File: src/rtl/fp_pkg.sv
// Shared types and constants for the FP multiplier exponent path.
// Saturating result exponent is enabled by defining FP_EXP_SAT_EN.
package fp_pkg;

    typedef enum logic [2:0] {
        ST_IDLE,
        ST_ADD,
        ST_SUB,
        ST_NORM,
        ST_DONE
    } fp_exp_state_e;

    localparam logic [7:0] EXP_BIAS = 8'd127;
    localparam logic [7:0] EXP_MAX  = 8'hFF;

endpackage

File: src/rtl/fp_exp_sequencer_if.sv
// Operand/result handshake bundle between unpack, exponent sequencer and pack.
interface fp_exp_sequencer_if;

    logic       i_valid;
    logic       o_ready;
    logic [7:0] i_exp_a;
    logic [7:0] i_exp_b;
    logic       i_norm;
    logic       o_valid;
    logic       i_ready;
    logic [7:0] o_exp;
    logic       o_ovf;
    logic       o_unf;
    logic       o_busy;

    modport slave (
        input  i_valid, i_exp_a, i_exp_b, i_norm, i_ready,
        output o_ready, o_valid, o_exp, o_ovf, o_unf, o_busy
    );

    modport master (
        output i_valid, i_exp_a, i_exp_b, i_norm, i_ready,
        input  o_ready, o_valid, o_exp, o_ovf, o_unf, o_busy
    );

endinterface

File: src/rtl/fp_exp_sequencer_add_sub_8bits.sv
// Single 8-bit adder/subtractor shared by every arithmetic step of the sequencer.
module add_sub_8bits (
    input  logic [7:0] a,
    input  logic [7:0] b,
    input  logic       sub,
    input  logic       cin,
    output logic [7:0] sum,
    output logic       cout
);

    logic [7:0] b_eff;
    logic [8:0] full;

    // Subtract is a + ~b + cin; the caller supplies cin=1 for a true two's-complement subtract.
    assign b_eff = sub ? ~b : b;
    assign full  = {1'b0, a} + {1'b0, b_eff} + {8'b0, cin};
    assign sum   = full[7:0];
    assign cout  = full[8];

endmodule

File: src/rtl/fp_exp_sequencer.sv
// Multi-cycle result-exponent sequencer: exp_a + exp_b - bias + norm over one shared adder.
// Optional saturation of o_exp on overflow/underflow: define FP_EXP_SAT_EN.
module fp_exp_sequencer
    import fp_pkg::*;
(
    input  logic                i_clk,
    input  logic                i_rst,
    fp_exp_sequencer_if.slave   bus
);

    fp_exp_state_e state_q, state_d;
    logic [7:0]    a_q, a_d;
    logic [7:0]    b_q, b_d;
    logic          norm_q, norm_d;
    logic [7:0]    acc_q, acc_d;
    logic [1:0]    ext_q, ext_d;
    logic          valid_q, valid_d;
    logic [7:0]    exp_q, exp_d;
    logic          ovf_q, ovf_d;
    logic          unf_q, unf_d;

    logic       ready;
    logic       accept;
    logic [7:0] op_a;
    logic [7:0] op_b;
    logic       op_sub;
    logic       op_cin;
    logic [7:0] sum;
    logic       cout;
    logic [9:0] value;

    add_sub_8bits u_add_sub (
        .a    (op_a),
        .b    (op_b),
        .sub  (op_sub),
        .cin  (op_cin),
        .sum  (sum),
        .cout (cout)
    );

    assign ready  = ~i_rst & ((state_q == ST_IDLE) | ((state_q == ST_DONE) & bus.i_ready));
    assign accept = bus.i_valid & ready;

    // Adder operands are steered purely by the current step.
    always_comb begin
        op_a   = 8'h00;
        op_b   = 8'h00;
        op_sub = 1'b0;
        op_cin = 1'b0;
        case (state_q)
            ST_ADD: begin
                op_a = a_q;
                op_b = b_q;
            end
            ST_SUB: begin
                op_a   = acc_q;
                op_b   = EXP_BIAS;
                op_sub = 1'b1;
                op_cin = 1'b1;
            end
            ST_NORM: begin
                op_a = acc_q;
                op_b = {7'b0, norm_q};
            end
            default: ;
        endcase
    end

    always_comb begin
        state_d = state_q;
        a_d     = a_q;
        b_d     = b_q;
        norm_d  = norm_q;
        acc_d   = acc_q;
        ext_d   = ext_q;
        valid_d = valid_q;
        exp_d   = exp_q;
        ovf_d   = ovf_q;
        unf_d   = unf_q;
        value   = {ext_q, acc_q};
        case (state_q)
            ST_IDLE: begin
                if (accept) begin
                    a_d     = bus.i_exp_a;
                    b_d     = bus.i_exp_b;
                    norm_d  = bus.i_norm;
                    state_d = ST_ADD;
                end
            end
            ST_ADD: begin
                acc_d   = sum;
                ext_d   = {1'b0, cout};
                state_d = ST_SUB;
            end
            ST_SUB: begin
                // No carry out of a + ~BIAS + 1 means a borrow into the extension bits.
                acc_d   = sum;
                ext_d   = ext_q - {1'b0, ~cout};
                state_d = ST_NORM;
            end
            ST_NORM: begin
                acc_d   = sum;
                ext_d   = ext_q + {1'b0, cout};
                value   = {ext_d, acc_d};
                ovf_d   = ~value[9] & (value[8:0] >= {1'b0, EXP_MAX});
                unf_d   = value[9] | (value == 10'd0);
`ifdef FP_EXP_SAT_EN
                if (ovf_d)      exp_d = EXP_MAX;
                else if (unf_d) exp_d = 8'h00;
                else            exp_d = acc_d;
`else
                exp_d   = acc_d;
`endif
                valid_d = 1'b1;
                state_d = ST_DONE;
            end
            ST_DONE: begin
                if (bus.i_ready) begin
                    valid_d = 1'b0;
                    if (accept) begin
                        a_d     = bus.i_exp_a;
                        b_d     = bus.i_exp_b;
                        norm_d  = bus.i_norm;
                        state_d = ST_ADD;
                    end else begin
                        state_d = ST_IDLE;
                    end
                end
            end
            default: state_d = ST_IDLE;
        endcase
    end

    always_ff @(posedge i_clk or posedge i_rst) begin
        if (i_rst) begin
            state_q <= ST_IDLE;
            a_q     <= 8'h00;
            b_q     <= 8'h00;
            norm_q  <= 1'b0;
            acc_q   <= 8'h00;
            ext_q   <= 2'b00;
            valid_q <= 1'b0;
            exp_q   <= 8'h00;
            ovf_q   <= 1'b0;
            unf_q   <= 1'b0;
        end else begin
            state_q <= state_d;
            a_q     <= a_d;
            b_q     <= b_d;
            norm_q  <= norm_d;
            acc_q   <= acc_d;
            ext_q   <= ext_d;
            valid_q <= valid_d;
            exp_q   <= exp_d;
            ovf_q   <= ovf_d;
            unf_q   <= unf_d;
        end
    end

    assign bus.o_ready = ready;
    assign bus.o_valid = valid_q;
    assign bus.o_exp   = exp_q;
    assign bus.o_ovf   = ovf_q;
    assign bus.o_unf   = unf_q;
    assign bus.o_busy  = (state_q != ST_IDLE);

endmodule

File: src/flat_wrapper.sv
// flat-port wrapper written by rule: the top's interface ports become plain ports
module fp_exp_sequencer_flat import fp_pkg::*;
  (i_clk, i_rst, bus_i_valid, bus_i_exp_a, bus_i_exp_b, bus_i_norm, bus_i_ready, bus_o_ready, bus_o_valid, bus_o_exp, bus_o_ovf, bus_o_unf, bus_o_busy);
  fp_exp_sequencer_if bus_i ();
  input  logic i_clk;
  input  logic i_rst;
  input wire logic [$bits(bus_i.i_valid)-1:0] bus_i_valid;
  input wire logic [$bits(bus_i.i_exp_a)-1:0] bus_i_exp_a;
  input wire logic [$bits(bus_i.i_exp_b)-1:0] bus_i_exp_b;
  input wire logic [$bits(bus_i.i_norm)-1:0] bus_i_norm;
  input wire logic [$bits(bus_i.i_ready)-1:0] bus_i_ready;
  output wire logic [$bits(bus_i.o_ready)-1:0] bus_o_ready;
  output wire logic [$bits(bus_i.o_valid)-1:0] bus_o_valid;
  output wire logic [$bits(bus_i.o_exp)-1:0] bus_o_exp;
  output wire logic [$bits(bus_i.o_ovf)-1:0] bus_o_ovf;
  output wire logic [$bits(bus_i.o_unf)-1:0] bus_o_unf;
  output wire logic [$bits(bus_i.o_busy)-1:0] bus_o_busy;
  assign bus_i.i_valid = bus_i_valid;
  assign bus_i.i_exp_a = bus_i_exp_a;
  assign bus_i.i_exp_b = bus_i_exp_b;
  assign bus_i.i_norm = bus_i_norm;
  assign bus_i.i_ready = bus_i_ready;
  assign bus_o_ready = bus_i.o_ready;
  assign bus_o_valid = bus_i.o_valid;
  assign bus_o_exp = bus_i.o_exp;
  assign bus_o_ovf = bus_i.o_ovf;
  assign bus_o_unf = bus_i.o_unf;
  assign bus_o_busy = bus_i.o_busy;
  fp_exp_sequencer u_core (.i_clk(i_clk), .i_rst(i_rst), .bus(bus_i));
endmodule
File: config.mk
export PLATFORM = sky130hd
export DESIGN_NAME = fp_exp_sequencer_flat
export DESIGN_NICKNAME = d
export VERILOG_FILES = /design/src/rtl/fp_pkg.sv /design/src/rtl/fp_exp_sequencer_if.sv /design/src/rtl/fp_exp_sequencer_add_sub_8bits.sv /design/src/rtl/fp_exp_sequencer.sv /design/src/flat_wrapper.sv
export SDC_FILE = /design/constraint.sdc
export NUM_CORES = 1
export LEC_CHECK = 0
export BUFFER_PORTS_ARGS = -buffer_cell sky130_fd_sc_hd__buf_2
export CAP_MARGIN = 20
export CORE_MARGIN = 2
export CORE_UTILIZATION = 45
export CTS_BUF_LIST = sky130_fd_sc_hd__clkbuf_4 sky130_fd_sc_hd__clkbuf_8 sky130_fd_sc_hd__clkbuf_16
export CTS_CLUSTER_SIZE = 14
export DETAILED_ROUTE_END_ITERATION = 16
export PLACE_DENSITY = 0.74
export SETUP_SLACK_MARGIN = 0.05
export SLEW_MARGIN = 0
export SYNTH_ARGS = -nofsm -noshare
export SYNTH_HDL_FRONTEND = slang
export SYNTH_SLANG_ARGS = --single-unit
File: constraint.sdc
create_clock -name i_clk -period 3.4 [get_ports i_clk]
set_clock_uncertainty 0.05 [all_clocks]
set_input_delay 0.17 -clock i_clk [delete_from_list [all_inputs] [get_ports i_clk]]
set_output_delay 0.17 -clock i_clk [all_outputs]
set_load 0.02 [all_outputs]
# Word level (Yosys, flattened, before mapping)
# Cells that the tools add are included.
# totals
output_inout_bits,13
reg_bits,41
inputBits,21
# classes
n_addsub,4
magnitude_cmp,1
n_bitwise,10
mux,20
n_reduce_logical,11
n_eq_ne,6
# ops
cell,count
$pmux 8 s2,3
$mux 8,5
$pmux 8 s3,1
$pmux 3 s5,1
$logic_not 10->1,1
$add 8x8->9,1
$add 9x1->9,1
$ge 9x8->1 const B,1
$not 8->8,1
$eq 3x2->1 const B,2
$mux 3,2
$pmux 2 s3,1
$reduce_and 2->1,3
$reduce_bool 3->1,2
$mux 1,5
$and 1x1->1,4
$pmux 1 s2,2
$reduce_bool 2->1,2
$eq 3x1->1 const B,1
$eq 3x3->1 const B,1
$logic_not 3->1,1
$not 1->1,3
$reduce_or 3->1,1
$add 2x1->2,1
5 further kinds,6

# Longest topological paths before layout
# logic_depth
word_depth,9
ltp_mapped,19
mapped_depth_nobuf,17

# Modules after synthesis
# Synthesis repeated with hierarchy kept, for this count alone.
# hier_totals
cells_unflattened,219
hier_area_um2,2397.3
# modules_own_cells
module,area_each_um2,cells_each,instances,seq_area_each_um2
fp_exp_sequencer,1979.4,166,1,1026.0
add_sub_8bits,417.9,53,1,0.0

# Worst setup path before layout
# Ideal clock, no wire load.
# synth_path
path_kind,register -> register
startpoint,register u_core.state_q[0]
endpoint,register u_core.ovf_q (netlist: u_core.bus.o_ovf)
stages_incl_launch_ff,19
arrival_ns,3.249
setup_slack_ns,-0.010
path_cell_list,dfrtp_1 > buf_2 > buf_1 > nand3b_1 > nand2_1 > nand2_1 > fa_1 > nand2b_1 > a211oi_1 > o311a_1 > o21ai_0 > nor2b_1 > inv_1 > ha_1 > xnor2_1 > nand2_1 > nor4_1 > nand4b_1 > o41ai_1
# synth_between
elab_chain_len,9
word_cells_on_any_way,15
classes_between,3 x add/sub; 1 x order compare; 3 x eq/ne; 4 x mux; 3 x bitwise; 1 x reduce/logical
# synth_lines
element,line_no,source
start: declaration,fp_exp_sequencer.sv:11,"fp_exp_state_e state_q, state_d;"
start signal: assignment,fp_exp_sequencer.sv:147,state_q <= state_d;
$eq 3x2->1 (tied with other cells),"fp_exp_sequencer.sv:50, fp_exp_sequencer.sv:81",
$pmux 8 s3,fp_exp_sequencer.sv:50,case (state_q)
$not 8->8,fp_exp_sequencer_add_sub_8bits.sv:15,assign b_eff = sub ? ~b : b;
$mux 8,fp_exp_sequencer_add_sub_8bits.sv:15,
$add 8x8->9,fp_exp_sequencer_add_sub_8bits.sv:16,"assign full = {1'b0, a} + {1'b0, b_eff} + {8'b0, cin};"
$add 9x1->9,fp_exp_sequencer_add_sub_8bits.sv:16,
$add 2x1->2,fp_exp_sequencer.sv:103,"ext_d = ext_q + {1'b0, cout};"
$ge 9x8->1 or $not 1->1 (tied branches),fp_exp_sequencer.sv:105,"ovf_d = ~value[9] & (value[8:0] >= {1'b0, EXP_MAX});"
$and 1x1->1,fp_exp_sequencer.sv:105,
end signal: assignment,fp_exp_sequencer.sv:155,ovf_q <= ovf_d;
end: declaration,fp_exp_sequencer.sv:19,"logic ovf_q, ovf_d;"
# Parallel ways exist; a longest one is shown, timed or not.
# A chain may end at the register's enable or synchronous reset.

# Worst setup path after layout
# layout_path
startpoint,register u_core.state_q[1]
endpoint,register u_core.ovf_q (netlist: u_core.bus.o_ovf)
# Same word-level chain as after synthesis.

==> impl_metrics.toml <==
[status]
status = "complete, no violations"

[synth]
syn-num-nets = 263
synthMuxAreaShare_pct = 8.98
synthFlopType = "dfrtp_1"
synth_area_per_cell_um2 = 9.67
synth.distinct_cells = 45
synth_xor_area_share_pct = 2.68
syn_inst = 232
synth-compound-area-share_pct = 14.7
ys_seq_area_share_pct = 45.7
synthAdderAreaFrac_pct = 5.91
yosys_warnings = 0
synth_edf_count = 0
synth_top_family_by_area = "simple AND/OR/NAND/NOR gates"
synth_simple_gate_area_share_pct = 18.4
synthArstFlopShare_pct = 100
ys_seq_elements = 41
synth_area_um2 = 2240

[pwr]
irDropWorstVdd_uv = 617
p_leak_nw = 1.48
power_density_nw_per_um2 = 985

[detailed_routing]
vias_per_cell = 5.32
drc = 0
via_count = 1925
drtIter0Drc = 192
ant_nets = 0
routed_wl_um = 5470
first_pass_iters = 4
post_drt_wl_per_cell_um = 15.1

[timing]
setup_ws_ns = 0.0393
finalSetupViolations = 0
max_freq_mhz = 298
report.final.slew_viol_count = 0
relSlewSlack_pct = 50.2
worst_pin_slew_ns = 0.746
rsz0062_at_grt = "true"
fin_crit_ns = 3.36
finalHoldViolations = 0
fin_crit_sh_pct = 98.8

[critical_path]
endpoint_kind = "flop"
worstReg2RegStart = "u_core.state_q[1]$_DFFE_PP0P_"
startpoint = "u_core.state_q[1]$_DFFE_PP0P_"
path_max_fanout = 7
worstPathArrival_ns = 3.52
path_class = "flop to flop"
start_kind = "flop"
required_ns = 3.55

[grt]
first_global_vias = 1854
grt_usage_pct = 20.8
grt_pass1_wl_um = 8740
grt.overflow.total = 0
grt_max_degree = 43
antenna_found_initial = 0

[clocking]
cts_tree = "done"
cts_made_buffers = 5
cts.htree.levels = 2
clockBufferDepth = 2
clockRootBuffer = "clkbuf_8"
path_clk_slew_ns = 0.08
cts_sinks = 41
clk_latency_ns = 0.30

[layout]
num_antenna_cells = 0
final_common_cell = "dfrtp_1"
postLayoutCoreUtil_pct = 62.9
fillers = 418
area_delta_synth_final_pct = 33.4
drive_gt1_share_pct = 43.4
nNetsFinal = 325
layout_common_cells = "dfrtp_1, nand2_1, buf_2"

[die]
start_util_pct = 47.2
core_area_um2 = 4750
die_area_um2 = 5570
rows = 25
pin_count = 34
die_h_um = 74.6
die_w_um = 74.6

[worst_hold_path]
hp-start = "bus_i_exp_a[5]"
hold_class = "input pin to flop"

[placed_design]
port_buffers = 33
place_congestion = 0.856
place_hpwl_um = 3950
place_ws_ns = -0.0769

[run]
drv_cap = 0
-- where the power goes --
group / internal (mW) / switching [mW]
Clock: 0.239 / 0.176
Sequential: 0.709 / 0.149
Combinational: 0.785 / 0.890
Total: 1.73 / 1.22
-- worst paths after layout --
kind                                              endpoint  slack (ns)  cells past startpoint
max                           u_core.bus.o_ovf$_DFFE_PP0P_        0.04                     17
min                              u_core.a_q[5]$_DFFE_PP0P_        0.05                      2
max reg2reg                   u_core.bus.o_ovf$_DFFE_PP0P_        0.04                     17
min reg2reg                u_core.bus.o_exp[0]$_DFFE_PP0P_        0.43                      2
max in group asynchronous    u_core.state_q[1]$_DFFE_PP0P_        2.40                      4
min in group asynchronous        u_core.norm_q$_DFFE_PP0P_        0.52                      4
-- registers in the layout, summed over array words and instances, names as in the netlist, 2 cells and up --
| signal | count |
|---|---|
| u_core.bus.o_exp | 8 |
| u_core.ext_q | 2 |
| u_core.acc_q | 8 |
| u_core.state_q | 3 |
| u_core.a_q | 8 |
| u_core.b_q | 8 |
-- worst max-delay path, stage by stage (launching register included) --
cell      delay [ns]
dfrtp_2         0.48
buf_12          0.16
nand3b_1        0.14
nand2_1         0.09
nand2_2         0.07
fa_2            0.35
nand2b_4        0.15
a211oi_2        0.26
o311a_1         0.21
o21ai_1         0.08
nor2b_4         0.14
inv_2           0.06
ha_4            0.14
xnor2_2         0.11
nand2_1         0.11
nor4_1          0.24
nand4b_1        0.15
o41ai_2         0.28
-- cells by family after synthesis --
logic type / after synthesis
simple gates: 88
compound gates: 50
flops: 41
buf+inv: 19
mux: 18
fa+ha+maj: 10
xor+xnor: 6
-- routing by layer --
layer  track usage [%]  part of all wire (%)
met1              27.9                    45
met2              33.9                    48
met3              4.74                   5.0
met4              5.75                   1.5
met5                 0                     0
-- through the flow --
step / total power, mW / cell area (µm²) / TNS, ns / hold WS, ns / std cells
after CTS: 2.68 / 2750 / 0 / 0.0479 / 350
after detailed placement: 2.24 / 2590 / -0.102 / 0.295 / 340
final: 2.95 / 2990 / 0 / 0.0464 / 362
after floorplan: 1.77 / 2250 / 0 / 0.271 / 232
after global placement: 2.21 / 2590 / 0 / 0.284 / 340
after global routing: 3.17 / 2990 / -0.0927 / 0.0385 / 362
-- area by class of cell --
class | count | area, µm² | area share (%)
tap | 67 | 83.8 | 2.80
clock buffer | 6 | 82.6 | 2.76
clock inverter | 2 | 37.5 | 1.25
timing repair buffer | 65 | 442 | 14.8
inverter | 9 | 33.8 | 1.13
multi-input combinational | 172 | 1280 | 42.9
sequential | 41 | 1030 | 34.4
-- timing repair --
item / in CTS / in global routing
pin swaps: 2 / 17
gates cloned: 0 / 1
setup endpoints to repair: 2 / 4
setup buffers: 1 / 10
endpoints found under the hold margin: 41 / 0
hold buffers: 1 / 0
resized for setup: 6 / 35
-- Yosys cell counts (3+ instances only) --
library cell  count  area, µm²
nand2_1          38        143
inv_1             9       33.8
or2_2             3       18.8
mux2_2           17        191
clkbuf_1          7       26.3
o21ai_0          16       80.1
a21o_1            3       22.5
a21oi_1          14       70.1
xor2_1            3       26.3
nor2b_1           3       18.8
nor2_1           21       78.8
nor4_1            3       18.8
ha_1              9        113
nand2b_1          4       25.0
dfrtp_1          41       1030
and3_1            6       37.5
(Power assumes the default switching activity.)
